==> src/rtl/ff_bist_pkg.sv <==
// Shared types and constants for the flip-flop bank self-test sequencer:
// FSM states, stimulus vectors, expected-Q table and flip-flop indices.
package ff_bist_pkg;

  typedef enum logic [2:0] {
    ST_IDLE,
    ST_CLEAR,
    ST_APPLY,
    ST_CHECK,
    ST_DONE
  } state_e;

  typedef struct packed {
    logic j;
    logic k;
    logic s;
    logic r;
    logic d;
  } vec_t;

  localparam int unsigned NUM_VEC = 4;
  localparam logic [1:0]  LAST_VEC = 2'd3;

  localparam int unsigned FF_JK = 0;
  localparam int unsigned FF_SR = 1;
  localparam int unsigned FF_D  = 2;

  localparam vec_t VEC0 = 5'b00000;
  localparam vec_t VEC1 = 5'b01010;
  localparam vec_t VEC2 = 5'b10101;
  localparam vec_t VEC3 = 5'b11111;

  // Expected Q after each vector, bit order {D, SR, JK}; SR on v3 is the held value.
  localparam logic [2:0] EXP_Q0 = 3'b000;
  localparam logic [2:0] EXP_Q1 = 3'b000;
  localparam logic [2:0] EXP_Q2 = 3'b111;
  localparam logic [2:0] EXP_Q3 = 3'b110;

  function automatic vec_t vec_at(input logic [1:0] idx);
    case (idx)
      2'd0:    vec_at = VEC0;
      2'd1:    vec_at = VEC1;
      2'd2:    vec_at = VEC2;
      default: vec_at = VEC3;
    endcase
  endfunction

  function automatic logic [2:0] exp_q_at(input logic [1:0] idx);
    case (idx)
      2'd0:    exp_q_at = EXP_Q0;
      2'd1:    exp_q_at = EXP_Q1;
      2'd2:    exp_q_at = EXP_Q2;
      default: exp_q_at = EXP_Q3;
    endcase
  endfunction

endpackage

==> src/rtl/ff_bist_model.sv <==
// Golden model of the JK/SR/D bank: cleared in CLEAR, advanced on the
// applied vector, and reports expected Q plus which flip-flops are comparable.
module ff_bist_model
  import ff_bist_pkg::*;
(
  input  logic       clk,
  input  logic       reset,
  input  logic       clear,
  input  logic       apply,
  input  vec_t       vec,
  input  logic [1:0] vec_idx,
  output logic [2:0] exp_q,
  output logic [2:0] cmp_valid
);

  logic [2:0] model_q, model_d;

  always_comb begin
    model_d = model_q;
    if (clear) begin
      model_d = '0;
    end else if (apply) begin
      case ({vec.j, vec.k})
        2'b01:   model_d[FF_JK] = 1'b0;
        2'b10:   model_d[FF_JK] = 1'b1;
        2'b11:   model_d[FF_JK] = ~model_q[FF_JK];
        default: model_d[FF_JK] = model_q[FF_JK];
      endcase
      // S=R=1 is illegal for an SR latch; the model simply holds.
      case ({vec.s, vec.r})
        2'b01:   model_d[FF_SR] = 1'b0;
        2'b10:   model_d[FF_SR] = 1'b1;
        default: model_d[FF_SR] = model_q[FF_SR];
      endcase
      model_d[FF_D] = vec.d;
    end
  end

  always_ff @(posedge clk) begin
    if (!reset) begin
      model_q <= '0;
    end else begin
      model_q <= model_d;
    end
  end

  always_comb begin
    cmp_valid = '1;
    if (vec_idx == LAST_VEC) begin
      cmp_valid[FF_SR] = 1'b0;
    end
  end

  assign exp_q = model_q;

endmodule

==> src/rtl/ff_bist_ctrl.sv <==
// Self-test sequencer for a JK/SR/D flip-flop bank: CLEAR then four vectors
// per pass, Q checked after each. Optional Qn check: FF_BIST_QN_CHECK_EN.
module ff_bist_ctrl
  import ff_bist_pkg::*;
#(
  parameter int unsigned NUM_PASSES = 1,
  parameter int unsigned ERR_W      = 8
) (
  input  logic             clk,
  input  logic             reset,
  input  logic             start,
  output logic             busy,
  output logic             done,
  output logic             pass,
  output logic [ERR_W-1:0] err_count,
  output logic [2:0]       err_vec,
  output logic             ff_reset,
  output logic             j,
  output logic             k,
  output logic             s,
  output logic             r,
  output logic             d,
  input  logic             q_jk,
  input  logic             q_sr,
  input  logic             q_d,
  input  logic             qn_jk,
  input  logic             qn_sr,
  input  logic             qn_d
);

  localparam int unsigned SUM_W     = ERR_W + 3;
  localparam logic [7:0]  LAST_PASS = 8'(NUM_PASSES - 1);

  state_e           state_q, state_d;
  logic [1:0]       vec_idx_q, vec_idx_d;
  logic [7:0]       pass_cnt_q, pass_cnt_d;
  logic [ERR_W-1:0] err_count_q, err_count_d;
  logic [2:0]       err_vec_q, err_vec_d;
  logic             pass_q, pass_d;
  logic             ff_reset_q, ff_reset_d;
  vec_t             stim_q, stim_d;

  logic [2:0]       exp_q, cmp_valid, q_bus;
  logic [2:0]       miss_q, miss_qn, miss_any;
  logic [2:0]       miss_cnt;
  logic [SUM_W-1:0] err_sum;
  logic [ERR_W-1:0] err_sat;

  ff_bist_model u_model (
    .clk       (clk),
    .reset     (reset),
    .clear     (state_q == ST_CLEAR),
    .apply     (state_q == ST_APPLY),
    .vec       (stim_q),
    .vec_idx   (vec_idx_q),
    .exp_q     (exp_q),
    .cmp_valid (cmp_valid)
  );

  assign q_bus  = {q_d, q_sr, q_jk};
  assign miss_q = (q_bus ^ exp_q) & cmp_valid;

`ifdef FF_BIST_QN_CHECK_EN
  // Qn is checked on every flip-flop, including SR while its Q is masked.
  assign miss_qn = ~({qn_d, qn_sr, qn_jk} ^ q_bus);
`else
  logic unused_qn;
  assign unused_qn = ^{qn_d, qn_sr, qn_jk};
  assign miss_qn   = '0;
`endif

  assign miss_any = miss_q | miss_qn;
  assign miss_cnt = 3'(miss_q[0])  + 3'(miss_q[1])  + 3'(miss_q[2]) +
                    3'(miss_qn[0]) + 3'(miss_qn[1]) + 3'(miss_qn[2]);
  assign err_sum  = SUM_W'(err_count_q) + SUM_W'(miss_cnt);
  assign err_sat  = (|err_sum[SUM_W-1:ERR_W]) ? '1 : err_sum[ERR_W-1:0];

  always_comb begin
    state_d     = state_q;
    vec_idx_d   = vec_idx_q;
    pass_cnt_d  = pass_cnt_q;
    err_count_d = err_count_q;
    err_vec_d   = err_vec_q;
    pass_d      = pass_q;
    stim_d      = stim_q;

    case (state_q)
      ST_IDLE: begin
        if (start) begin
          state_d     = ST_CLEAR;
          vec_idx_d   = '0;
          pass_cnt_d  = '0;
          err_count_d = '0;
          err_vec_d   = '0;
          pass_d      = 1'b0;
        end
      end
      ST_CLEAR: begin
        state_d   = ST_APPLY;
        vec_idx_d = '0;
      end
      ST_APPLY: begin
        state_d = ST_CHECK;
      end
      ST_CHECK: begin
        err_count_d = err_sat;
        err_vec_d   = err_vec_q | miss_any;
        if (vec_idx_q != LAST_VEC) begin
          vec_idx_d = vec_idx_q + 2'd1;
          state_d   = ST_APPLY;
        end else if (pass_cnt_q != LAST_PASS) begin
          pass_cnt_d = pass_cnt_q + 8'd1;
          state_d    = ST_CLEAR;
        end else begin
          state_d = ST_DONE;
          pass_d  = (err_sat == '0);
        end
      end
      ST_DONE: begin
        state_d = ST_IDLE;
      end
      default: begin
        state_d = ST_IDLE;
      end
    endcase

    // Stimulus is registered on state entry so the bank sees a full cycle of setup.
    ff_reset_d = (state_d == ST_CLEAR);
    if (state_d == ST_APPLY) begin
      stim_d = vec_at(vec_idx_d);
    end else if (state_d == ST_CLEAR || state_d == ST_DONE) begin
      stim_d = '0;
    end
  end

  always_ff @(posedge clk) begin
    if (!reset) begin
      state_q     <= ST_IDLE;
      vec_idx_q   <= '0;
      pass_cnt_q  <= '0;
      err_count_q <= '0;
      err_vec_q   <= '0;
      pass_q      <= 1'b0;
      ff_reset_q  <= 1'b1;
      stim_q      <= '0;
    end else begin
      state_q     <= state_d;
      vec_idx_q   <= vec_idx_d;
      pass_cnt_q  <= pass_cnt_d;
      err_count_q <= err_count_d;
      err_vec_q   <= err_vec_d;
      pass_q      <= pass_d;
      ff_reset_q  <= ff_reset_d;
      stim_q      <= stim_d;
    end
  end

  assign busy      = (state_q == ST_CLEAR) || (state_q == ST_APPLY) || (state_q == ST_CHECK);
  assign done      = (state_q == ST_DONE);
  assign pass      = pass_q;
  assign err_count = err_count_q;
  assign err_vec   = err_vec_q;
  assign ff_reset  = ff_reset_q;
  assign j         = stim_q.j;
  assign k         = stim_q.k;
  assign s         = stim_q.s;
  assign r         = stim_q.r;
  assign d         = stim_q.d;

endmodule

==> config.mk <==
export PLATFORM = sky130hd
export DESIGN_NAME = ff_bist_ctrl
export DESIGN_NICKNAME = d
export VERILOG_FILES = /design/src/rtl/ff_bist_pkg.sv /design/src/rtl/ff_bist_model.sv /design/src/rtl/ff_bist_ctrl.sv
export SDC_FILE = /design/constraint.sdc
export NUM_CORES = 1
export LEC_CHECK = 0
export ABC_AREA = 1
export CORE_ASPECT_RATIO = 0.6
export CORE_MARGIN = 2
export CORE_UTILIZATION = 55
export CTS_BUF_LIST = sky130_fd_sc_hd__clkbuf_2 sky130_fd_sc_hd__clkbuf_4 sky130_fd_sc_hd__clkbuf_8
export DETAILED_ROUTE_END_ITERATION = 7
export PLACE_DENSITY = 0.81
export RECOVER_POWER = 50
export SLEW_MARGIN = 10
export SYNTH_ARGS = -nofsm -noshare
export SYNTH_HDL_FRONTEND = slang
export SYNTH_SLANG_ARGS = --single-unit
==> constraint.sdc <==
create_clock -name clk -period 3.3 [get_ports clk]
set_clock_uncertainty 0.05 [all_clocks]
set_input_delay 0.495 -clock clk [delete_from_list [all_inputs] [get_ports clk]]
set_output_delay 0.495 -clock clk [all_outputs]
set_load 0.02 [all_outputs]
======== After elaboration in Yosys (flattened, before gate mapping) ========
Index checks and enable logic that the tools add are counted.
Widths: inputs -> output; s select.
word-level totals
  register bits after elaboration ......... 34
  latch bits .............................. 0
  memory bits (writable) .................. 0
  memory bits (read-only) ................. 0
  input port bits ......................... 9
  word-level logic and storage cells ...... 88
  memories kept ........................... 0
operators by class
  add/subtract/negate cells ............... 5
  $mul .................................... 0
  divide/modulo/power cells ............... 0
  order comparisons ....................... 0
  eq/ne operators ......................... 20
  shift-type cells ........................ 0
  muxes and demuxes ....................... 25
  bitwise operators ....................... 5
  reductions and logical operators ........ 18
operators by type and width
  cell                 number
  $mux 8               4
  $pmux 8 s2           2
  $pmux 5 s3           1
  $mux 3               4
  $pmux 3 s4           1
  $eq 2x2->1 const B   5
  $mux 5               2
  $ne 2x2->1 const B   5
  $add 8x3->9          1
  $eq 3x2->1 const B   3
  $add 8x1->8 const B  1
  $logic_not 8->1      1
  $reduce_and 4->1     2
  $reduce_bool 8->1    1
  $eq 2x1->1 const B   3
  $eq 3x1->1 const B   2
  $eq 3x3->1 const B   2
  $pmux 2 s3           1
  $pmux 3 s2           1
  $reduce_and 2->1     3
  $reduce_bool 2->1    3
  $mux 1               4
  $mux 2               2
  $pmux 1 s2           2
  other kinds (14)     17

======== Logic depth before layout (Yosys ltp) ========
Gate-level depths: netlist (run 1).
  word-level depth ........................ 12
  gate-level depth with buffers ........... 13
  depth with buffers taken out ............ 13

======== By module ========
From an unflattened synthesis (run 1), not the netlist that was laid out.
unflattened totals
  cells, all modules ...................... 272
  area total of the unflattened synthesis .. 1855.5 um^2
by module, submodules not included
  module         instances  cells an instance  area an instance (um^2)  seq. area each (um^2)
  ff_bist_ctrl   1          247                1682.9                   560.5
  ff_bist_model  1          25                 172.7                    60.1

======== Worst setup path before layout (run 1) ========
Ideal clock, no wire load.
  path type ............................... input to register
  start point ............................. input q_jk
  end point ............................... register pass_q (netlist: pass)
  setup time .............................. 0.070 ns
  data arrival time ....................... 2.521 ns
  setup slack ............................. 0.658 ns
  stages on the path ...................... 10
  buffers on the path ..................... 0
  path through ............................ xor2_1 -> fa_1 -> ha_1 -> fa_1 -> or2_2 -> nor2_1 -> nand3_1 -> nor2_1 -> nand4_1 -> a21oi_1
between the ends
  longest elaborated chain between the ends .. 11
ends and longest elaborated chain
  item                  RTL line             source
  from (decl)           ff_bist_ctrl.sv:23   input logic q_jk,
  $xor 3x3->3 (*)       ff_bist_ctrl.sv:61   assign miss_q = (q_bus ^ exp_q) & cmp_valid;
  $and 3x3->3 (*)       ff_bist_ctrl.sv:61
  $add 1x1->2 (*)       ff_bist_ctrl.sv:73   assign miss_cnt = 3'(miss_q[0]) + 3'(miss_q[1]) + 3'(miss_q[2]) +
  $add 2x1->3 (*)       ff_bist_ctrl.sv:73
  $add 8x3->9 (*)       ff_bist_ctrl.sv:75   assign err_sum = SUM_W'(err_count_q) + SUM_W'(miss_cnt);
  $reduce_or 3->1       ff_bist_ctrl.sv:76   assign err_sat = (|err_sum[SUM_W-1:ERR_W]) ? '1 : err_sum[ERR_W-1:0];
  $mux 8 (*)            ff_bist_ctrl.sv:76
  $logic_not 8->1 (*)   ff_bist_ctrl.sv:116  pass_d = (err_sat == '0);
  $mux 1 (*)            ff_bist_ctrl.sv:111  end else if (pass_cnt_q != LAST_PASS) begin
  $mux 1 (*)            ff_bist_ctrl.sv:108  if (vec_idx_q != LAST_VEC) begin
  $pmux 1 s2 (*)        ff_bist_ctrl.sv:87   case (state_q)
  to (signal assigned)  ff_bist_ctrl.sv:152  pass_q <= pass_d;
  to (decl)             ff_bist_ctrl.sv:39   logic pass_q, pass_d;
Every way passes the cells marked *; elsewhere a longest branch is shown, timed or not. The select of a mux whose other input is x is not followed.
A chain may end at the register's enable or synchronous reset.

======== Worst setup path after layout (run 1) ========
Ends and elaborated chain as after synthesis.

==> results.ini, run 1 <==
[synth]
yosys.area.top_type = dfxtp_1
synth.net_count = 291
synth_area_per_cell_um2 = 6.760
syn_area_mm2 = 0.001846
synth_edf_count = 0
yosysTopAreaCellShare_pct = 33.63
ys_seq_elements = 31
ys_types = 34
synth_warnings = 0
synthFlopType = dfxtp_1
syn_inst = 273
synth_area_leaders = dfxtp_1, nand2_1, inv_1
ys_async_sr_fraction_pct = 0
ys_seq_area_share_pct = 33.63

[timing]
hold_violations = 0
period_share_pct = 93.64
fmax_mhz = 323.6
max_slew_margin_pct = 45.09
rsz0062_at_grt = no
slew_viol_final = 0
worstMarginPinSlew_ns = 0.8206
finalSetupTns_ns = 0
post-route-min-period_ns = 3.090
finalSetupViolCount = 0

[drt]
drc = 0
antenna_left = 0
vias = 1732
first_iter_violations = 132
viasPerCell = 5.064
wl_um = 4066
drt-pass1-iter-count = 4
wl_per_cell_um = 11.89

[pwr]
peakVddDrop_mv = 0.2596
powerDensity_mw_per_mm2 = 384.5
power_leakage_nw = 0.8855
p_total_mw = 0.8299

[global_route]
antenna_found_initial = 0
grt_pass1_wl_um = 7210
grt_overflow = 0
groute.usage.overall_pct = 23.59
grt_max_degree = 18
grt_pass1_vias = 1576

[cts]
htreeDepth = 2
ctsHoldBuffers = 0
cts-root-buf = clkbuf_8
cts_sinks = 31
tritoncts = done
cts_resized = 0
clkLatencyLatePin_ns = 0.29
cts_buffer_depth = 2
post_cts_buffers = 0
numCtsBuffers = 5
path_clk_slew_ns = 0.07

[setup_path]
reg2reg_depth = 10
crit_fanout = 2
crit_arrival_ns = 3.24
r2r_setup_slack_ns = 0.51
regToRegEndpoint = pass
critPathLaunchType = input port
crit_required_ns = 3.45
r2r_start = u_model.exp_q[0]
endpoint = pass
endpoint_kind = register
crit_path_start = q_jk
worstSetupPathType = input port to register

[floorplanning]
die-height_um = 48.87
die_area_mm2 = 0.003850
ios = 29
die_w_um = 78.78
start_util_pct = 57.26
fp.coreArea_mm2 = 0.003223
rows = 16

[job]
cap_violations = 0

[finish]
finalInstanceArea_mm2 = 0.002158
n_antenna_cell = 0
drive_gt1_share_pct = 6.061
finalNetCount = 314
mostFrequentLayoutCells = nand2_1, inv_1, dfxtp_1
layout_commonest_cell = nand2_1
syn2layout_area_growth_pct = 16.95
fin_util_pct = 66.96

[run_status]
status = finished clean

[placement]
gp_congestion = 0.8882
dp_hpwl_um = 2992
port_buffers = 25
dpl_cell_area_mm2 = 0.002088

[worst_hold_path]
hp-class = register to register

==> how the worst min path moves through the flow <==
stage / cells past startpoint / end / from / slack [ns]
final: 2 / pass / pass / 0.42
after global routing: 2 / pass / pass / 0.44
after detailed placement: 2 / pass / pass / 0.41
after CTS: 2 / pass / pass / 0.42
after floorplan: 2 / u_model.exp_q[1] / u_model.exp_q[1] / 0.40
after global placement: 2 / err_vec[0] / err_vec[0] / 0.40
==> critical path, cell delays in order <==
cell,delay [ns]
clkdlybuf4s50_1,0.47
xor2_1,0.26
fa_1,0.48
ha_1,0.25
fa_1,0.46
or2_2,0.31
nor2_1,0.10
nand3_1,0.09
nor2_1,0.12
nand4_1,0.09
a21oi_1,0.13
==> cell usage after synthesis, drive strengths merged (2+ instances only) <==
master	count
xor2	4
nor3	3
nand2	81
inv	39
xnor2	2
nor2	31
a21oi	26
a211oi	2
nand3	17
fa	2
o21bai	2
dfxtp	31
nand4	3
ha	7
o21ai	8
buf	8
==> through the flow <==
step	hold slack (ns)	worst slack [ns]	std cells
6_report	0.4182	0.2100	342
4_1_cts	0.4236	0.2073	342
2_1_floorplan	0.4006	0.6582	273
3_3_place_gp	0.4019	-0.01987	334
5_1_grt	0.4376	0.03962	342
3_5_place_dp	0.4147	-0.02493	334
==> cell families (layout without fill, tap and decap cells) <==
logic type | Yosys count | in the layout | share of synthesized area (%)
AO/OA/AOI/OAI | 41 | 41 | 13.08
flip-flops | 31 | 31 | 33.63
AND/OR/NAND/NOR | 137 | 137 | 31.93
XOR/XNOR | 6 | 6 | 2.847
buffers and inverters | 49 | 73 | 11.59
adder cells (fa/ha/maj) | 9 | 9 | 6.915
==> cell type report <==
type | count | area [µm²]
Inverter | 40 | 150.1
Sequential cell | 31 | 620.6
Tap cell | 45 | 56.30
Clock inverter | 1 | 5.005
Timing Repair Buffer | 25 | 250.2
Clock buffer | 7 | 83.83
Fill cell | 288 | 1065
Multi-Input combinational cell | 193 | 992.2
==> state kept, by name (all words and copies together) (netlist names) <==
register       cells
k                  1
vec_idx_q          2
err_count          8
pass_cnt_q         8
u_model.exp_q      3
state_q            3
j                  1
pass               1
ff_reset           1
err_vec            3
==> routing by layer <==
layer | vias to the layer above | track usage, % | routed length, µm
li1 | 898 | - | -
met1 | 783 | 35.42 | 2096
met2 | 47 | 33.62 | 1725
met3 | 4 | 5.741 | 210
met4 | 0 | 6.140 | 34
met5 | - | 0 | 0
==> where the power goes <==
part / internal [mW] / switching (mW)
clock network: 0.164 / 0.147
registers: 0.383 / 0.00984
logic: 0.0435 / 0.0821
total: 0.591 / 0.239
Power figures use the tool's default switching activity.
==> inputs of run 2 (changes only) <==
- CORE_MARGIN: 2 -> not set
- CORE_UTILIZATION: 55 -> 39
- PLACE_DENSITY: 0.81 -> not set
==> run 2 against run 1 <==
Net effect: core utilization fell by 16 points; cell count rose by 4.4%; non-clock buffer count did not move; routed wire length fell by 2.7%; worst setup slack improved by 0.0081 ns; hold slack got worse by 0.0045 ns; design area rose by 1.9%.
==> results.ini, run 2 (synthesis gave the netlist of run 1 again) <==
[placement]
port_buffers = 25
dpl_cell_area_mm2 = 0.002107
gp_congestion = 0.8433
dp_hpwl_um = 2940

[cts]
tritoncts = done
numCtsBuffers = 5
ctsHoldBuffers = 0
post_cts_buffers = 0
cts_buffer_depth = 2
cts_sinks = 31
clkLatencyLatePin_ns = 0.28
cts_resized = 0
cts-root-buf = clkbuf_8
htreeDepth = 2
path_clk_slew_ns = 0.07

[drt]
wl_per_cell_um = 11.08
first_iter_violations = 56
drc = 0
viasPerCell = 4.591
antenna_left = 0
vias = 1639
wl_um = 3955
drt-pass1-iter-count = 6

[pwr]
peakVddDrop_mv = 0.2221
powerDensity_mw_per_mm2 = 388.9
power_leakage_nw = 0.8917

[finish]
fill_cells = 451
finalInstanceArea_mm2 = 0.002200
layout_commonest_cell = nand2_1
mostFrequentLayoutCells = nand2_1, inv_1, dfxtp_1
syn2layout_area_growth_pct = 19.19
n_antenna_cell = 0
drive_gt1_share_pct = 7.071
finalNetCount = 314

[timing]
worstMarginPinSlew_ns = 0.8101
slew_viol_final = 0
max_slew_margin_pct = 45.80
rsz0062_at_grt = no
hold_violations = 0
period_share_pct = 93.39
fin_hold_ws_ns = 0.4137
finalSetupViolCount = 0
post-route-min-period_ns = 3.082
fmax_mhz = 324.5

[setup_path]
crit_fanout = 2
critPathSlowestCell = fa_1
endpoint_kind = register
worstSetupPathType = input port to register
crit_chain = clkdlybuf4s50_1, xor2_1, fa_1, ha_1, fa_1, or2_2, nor2_1, nand3_1, nor2_1, nand4_1, a21oi_1
cpPeakStageDelay_ns = 0.49
crit_required_ns = 3.45
critPathLaunchType = input port
crit_arrival_ns = 3.23

[global_route]
groute.usage.overall_pct = 17.10
grt_pass1_vias = 1410
grt_max_degree = 18
antenna_found_initial = 0
grt_pass1_wl_um = 6762
grt_overflow = 0

[floorplanning]
fp.coreArea_mm2 = 0.004324
ios = 29
start_util_pct = 42.68
rows = 18
die_area_mm2 = 0.005020
die-height_um = 55.29
die_w_um = 90.81

[run_status]
status = finished clean

[worst_hold_path]
hp-class = register to register

[job]
cap_violations = 0

run 2: cell count changes in the layout (fill, tap and decap cells not counted):
cell | before | now
clkbuf_4 | 2 | 0
clkbuf_8 | 5 | 7
nor2_1 | 28 | 26
nor2_2 | 3 | 5
a211oi_1 | 2 | 1
a211oi_2 | 0 | 1
clkdlybuf4s50_1 | 18 | 17
clkinv_2 | 1 | 0
clkinvlp_4 | 0 | 1
dlygate4sd3_1 | 7 | 8
inv_1 | 37 | 36
inv_2 | 2 | 3
nand2_1 | 80 | 81
nand2_2 | 1 | 0
run 2: layout make-up:
type | instances | area, µm² | area share [%]
well taps | 60 | 75.07 | 3.413
clock buffers | 7 | 96.34 | 4.380
repair buffers | 25 | 250.2 | 11.38
inverters | 40 | 150.1 | 6.826
clock inverters | 1 | 7.507 | 0.3413
multi-input cells | 193 | 999.7 | 45.45
flip-flops and latches | 31 | 620.6 | 28.21
run 2: final timing paths:
kind / startpoint / endpoint / slack [ns] / cells after the start
setup / recovery: q_jk / pass / 0.22 / 11
hold / removal: pass / pass / 0.41 / 2
setup reg to reg: u_model.exp_q[0] / pass / 0.54 / 10
hold reg to reg: pass / pass / 0.41 / 2
run 2: metrics by stage:
step | setup TNS (ns) | power (mW) | worst slack (ns) | instances | util [%]
floorplan | 0 | 0.4991 | 0.6582 | 273 | -
detailed placement | -0.03992 | 0.5322 | -0.03992 | 349 | 48.73
CTS | 0 | 0.8768 | 0.2160 | 357 | 51.13
global route | 0 | 0.9121 | 0.06903 | 357 | 50.87
finish | 0 | 0.8555 | 0.2181 | 357 | 50.87
global placement | -0.04548 | 0.5334 | -0.04548 | 349 | 48.73
run 2: routing by layer:
layer  wire (µm)  GRT usage (%)  share of wire [%]
met4          13          4.082               0.33
met5           0              0                  0
met1        2293          27.40                 58
met2        1462          21.97                 37
met3         185          4.408                4.7
run 2: worst max-delay path, delay by kind of cell:
kind / cells / cell delay [ns]
AOI/OAI and AO/OA: 1 / 0.13
and+or+nand+nor: 5 / 0.70
xor gates and xnor gates: 1 / 0.26
adders and majority gates: 3 / 1.19
buffers and inverters: 1 / 0.47
run 2: power breakdown:
part | internal, mW | switching [mW]
Clock | 0.190 | 0.146
Sequential | 0.383 | 0.00999
Combinational | 0.0444 | 0.0829
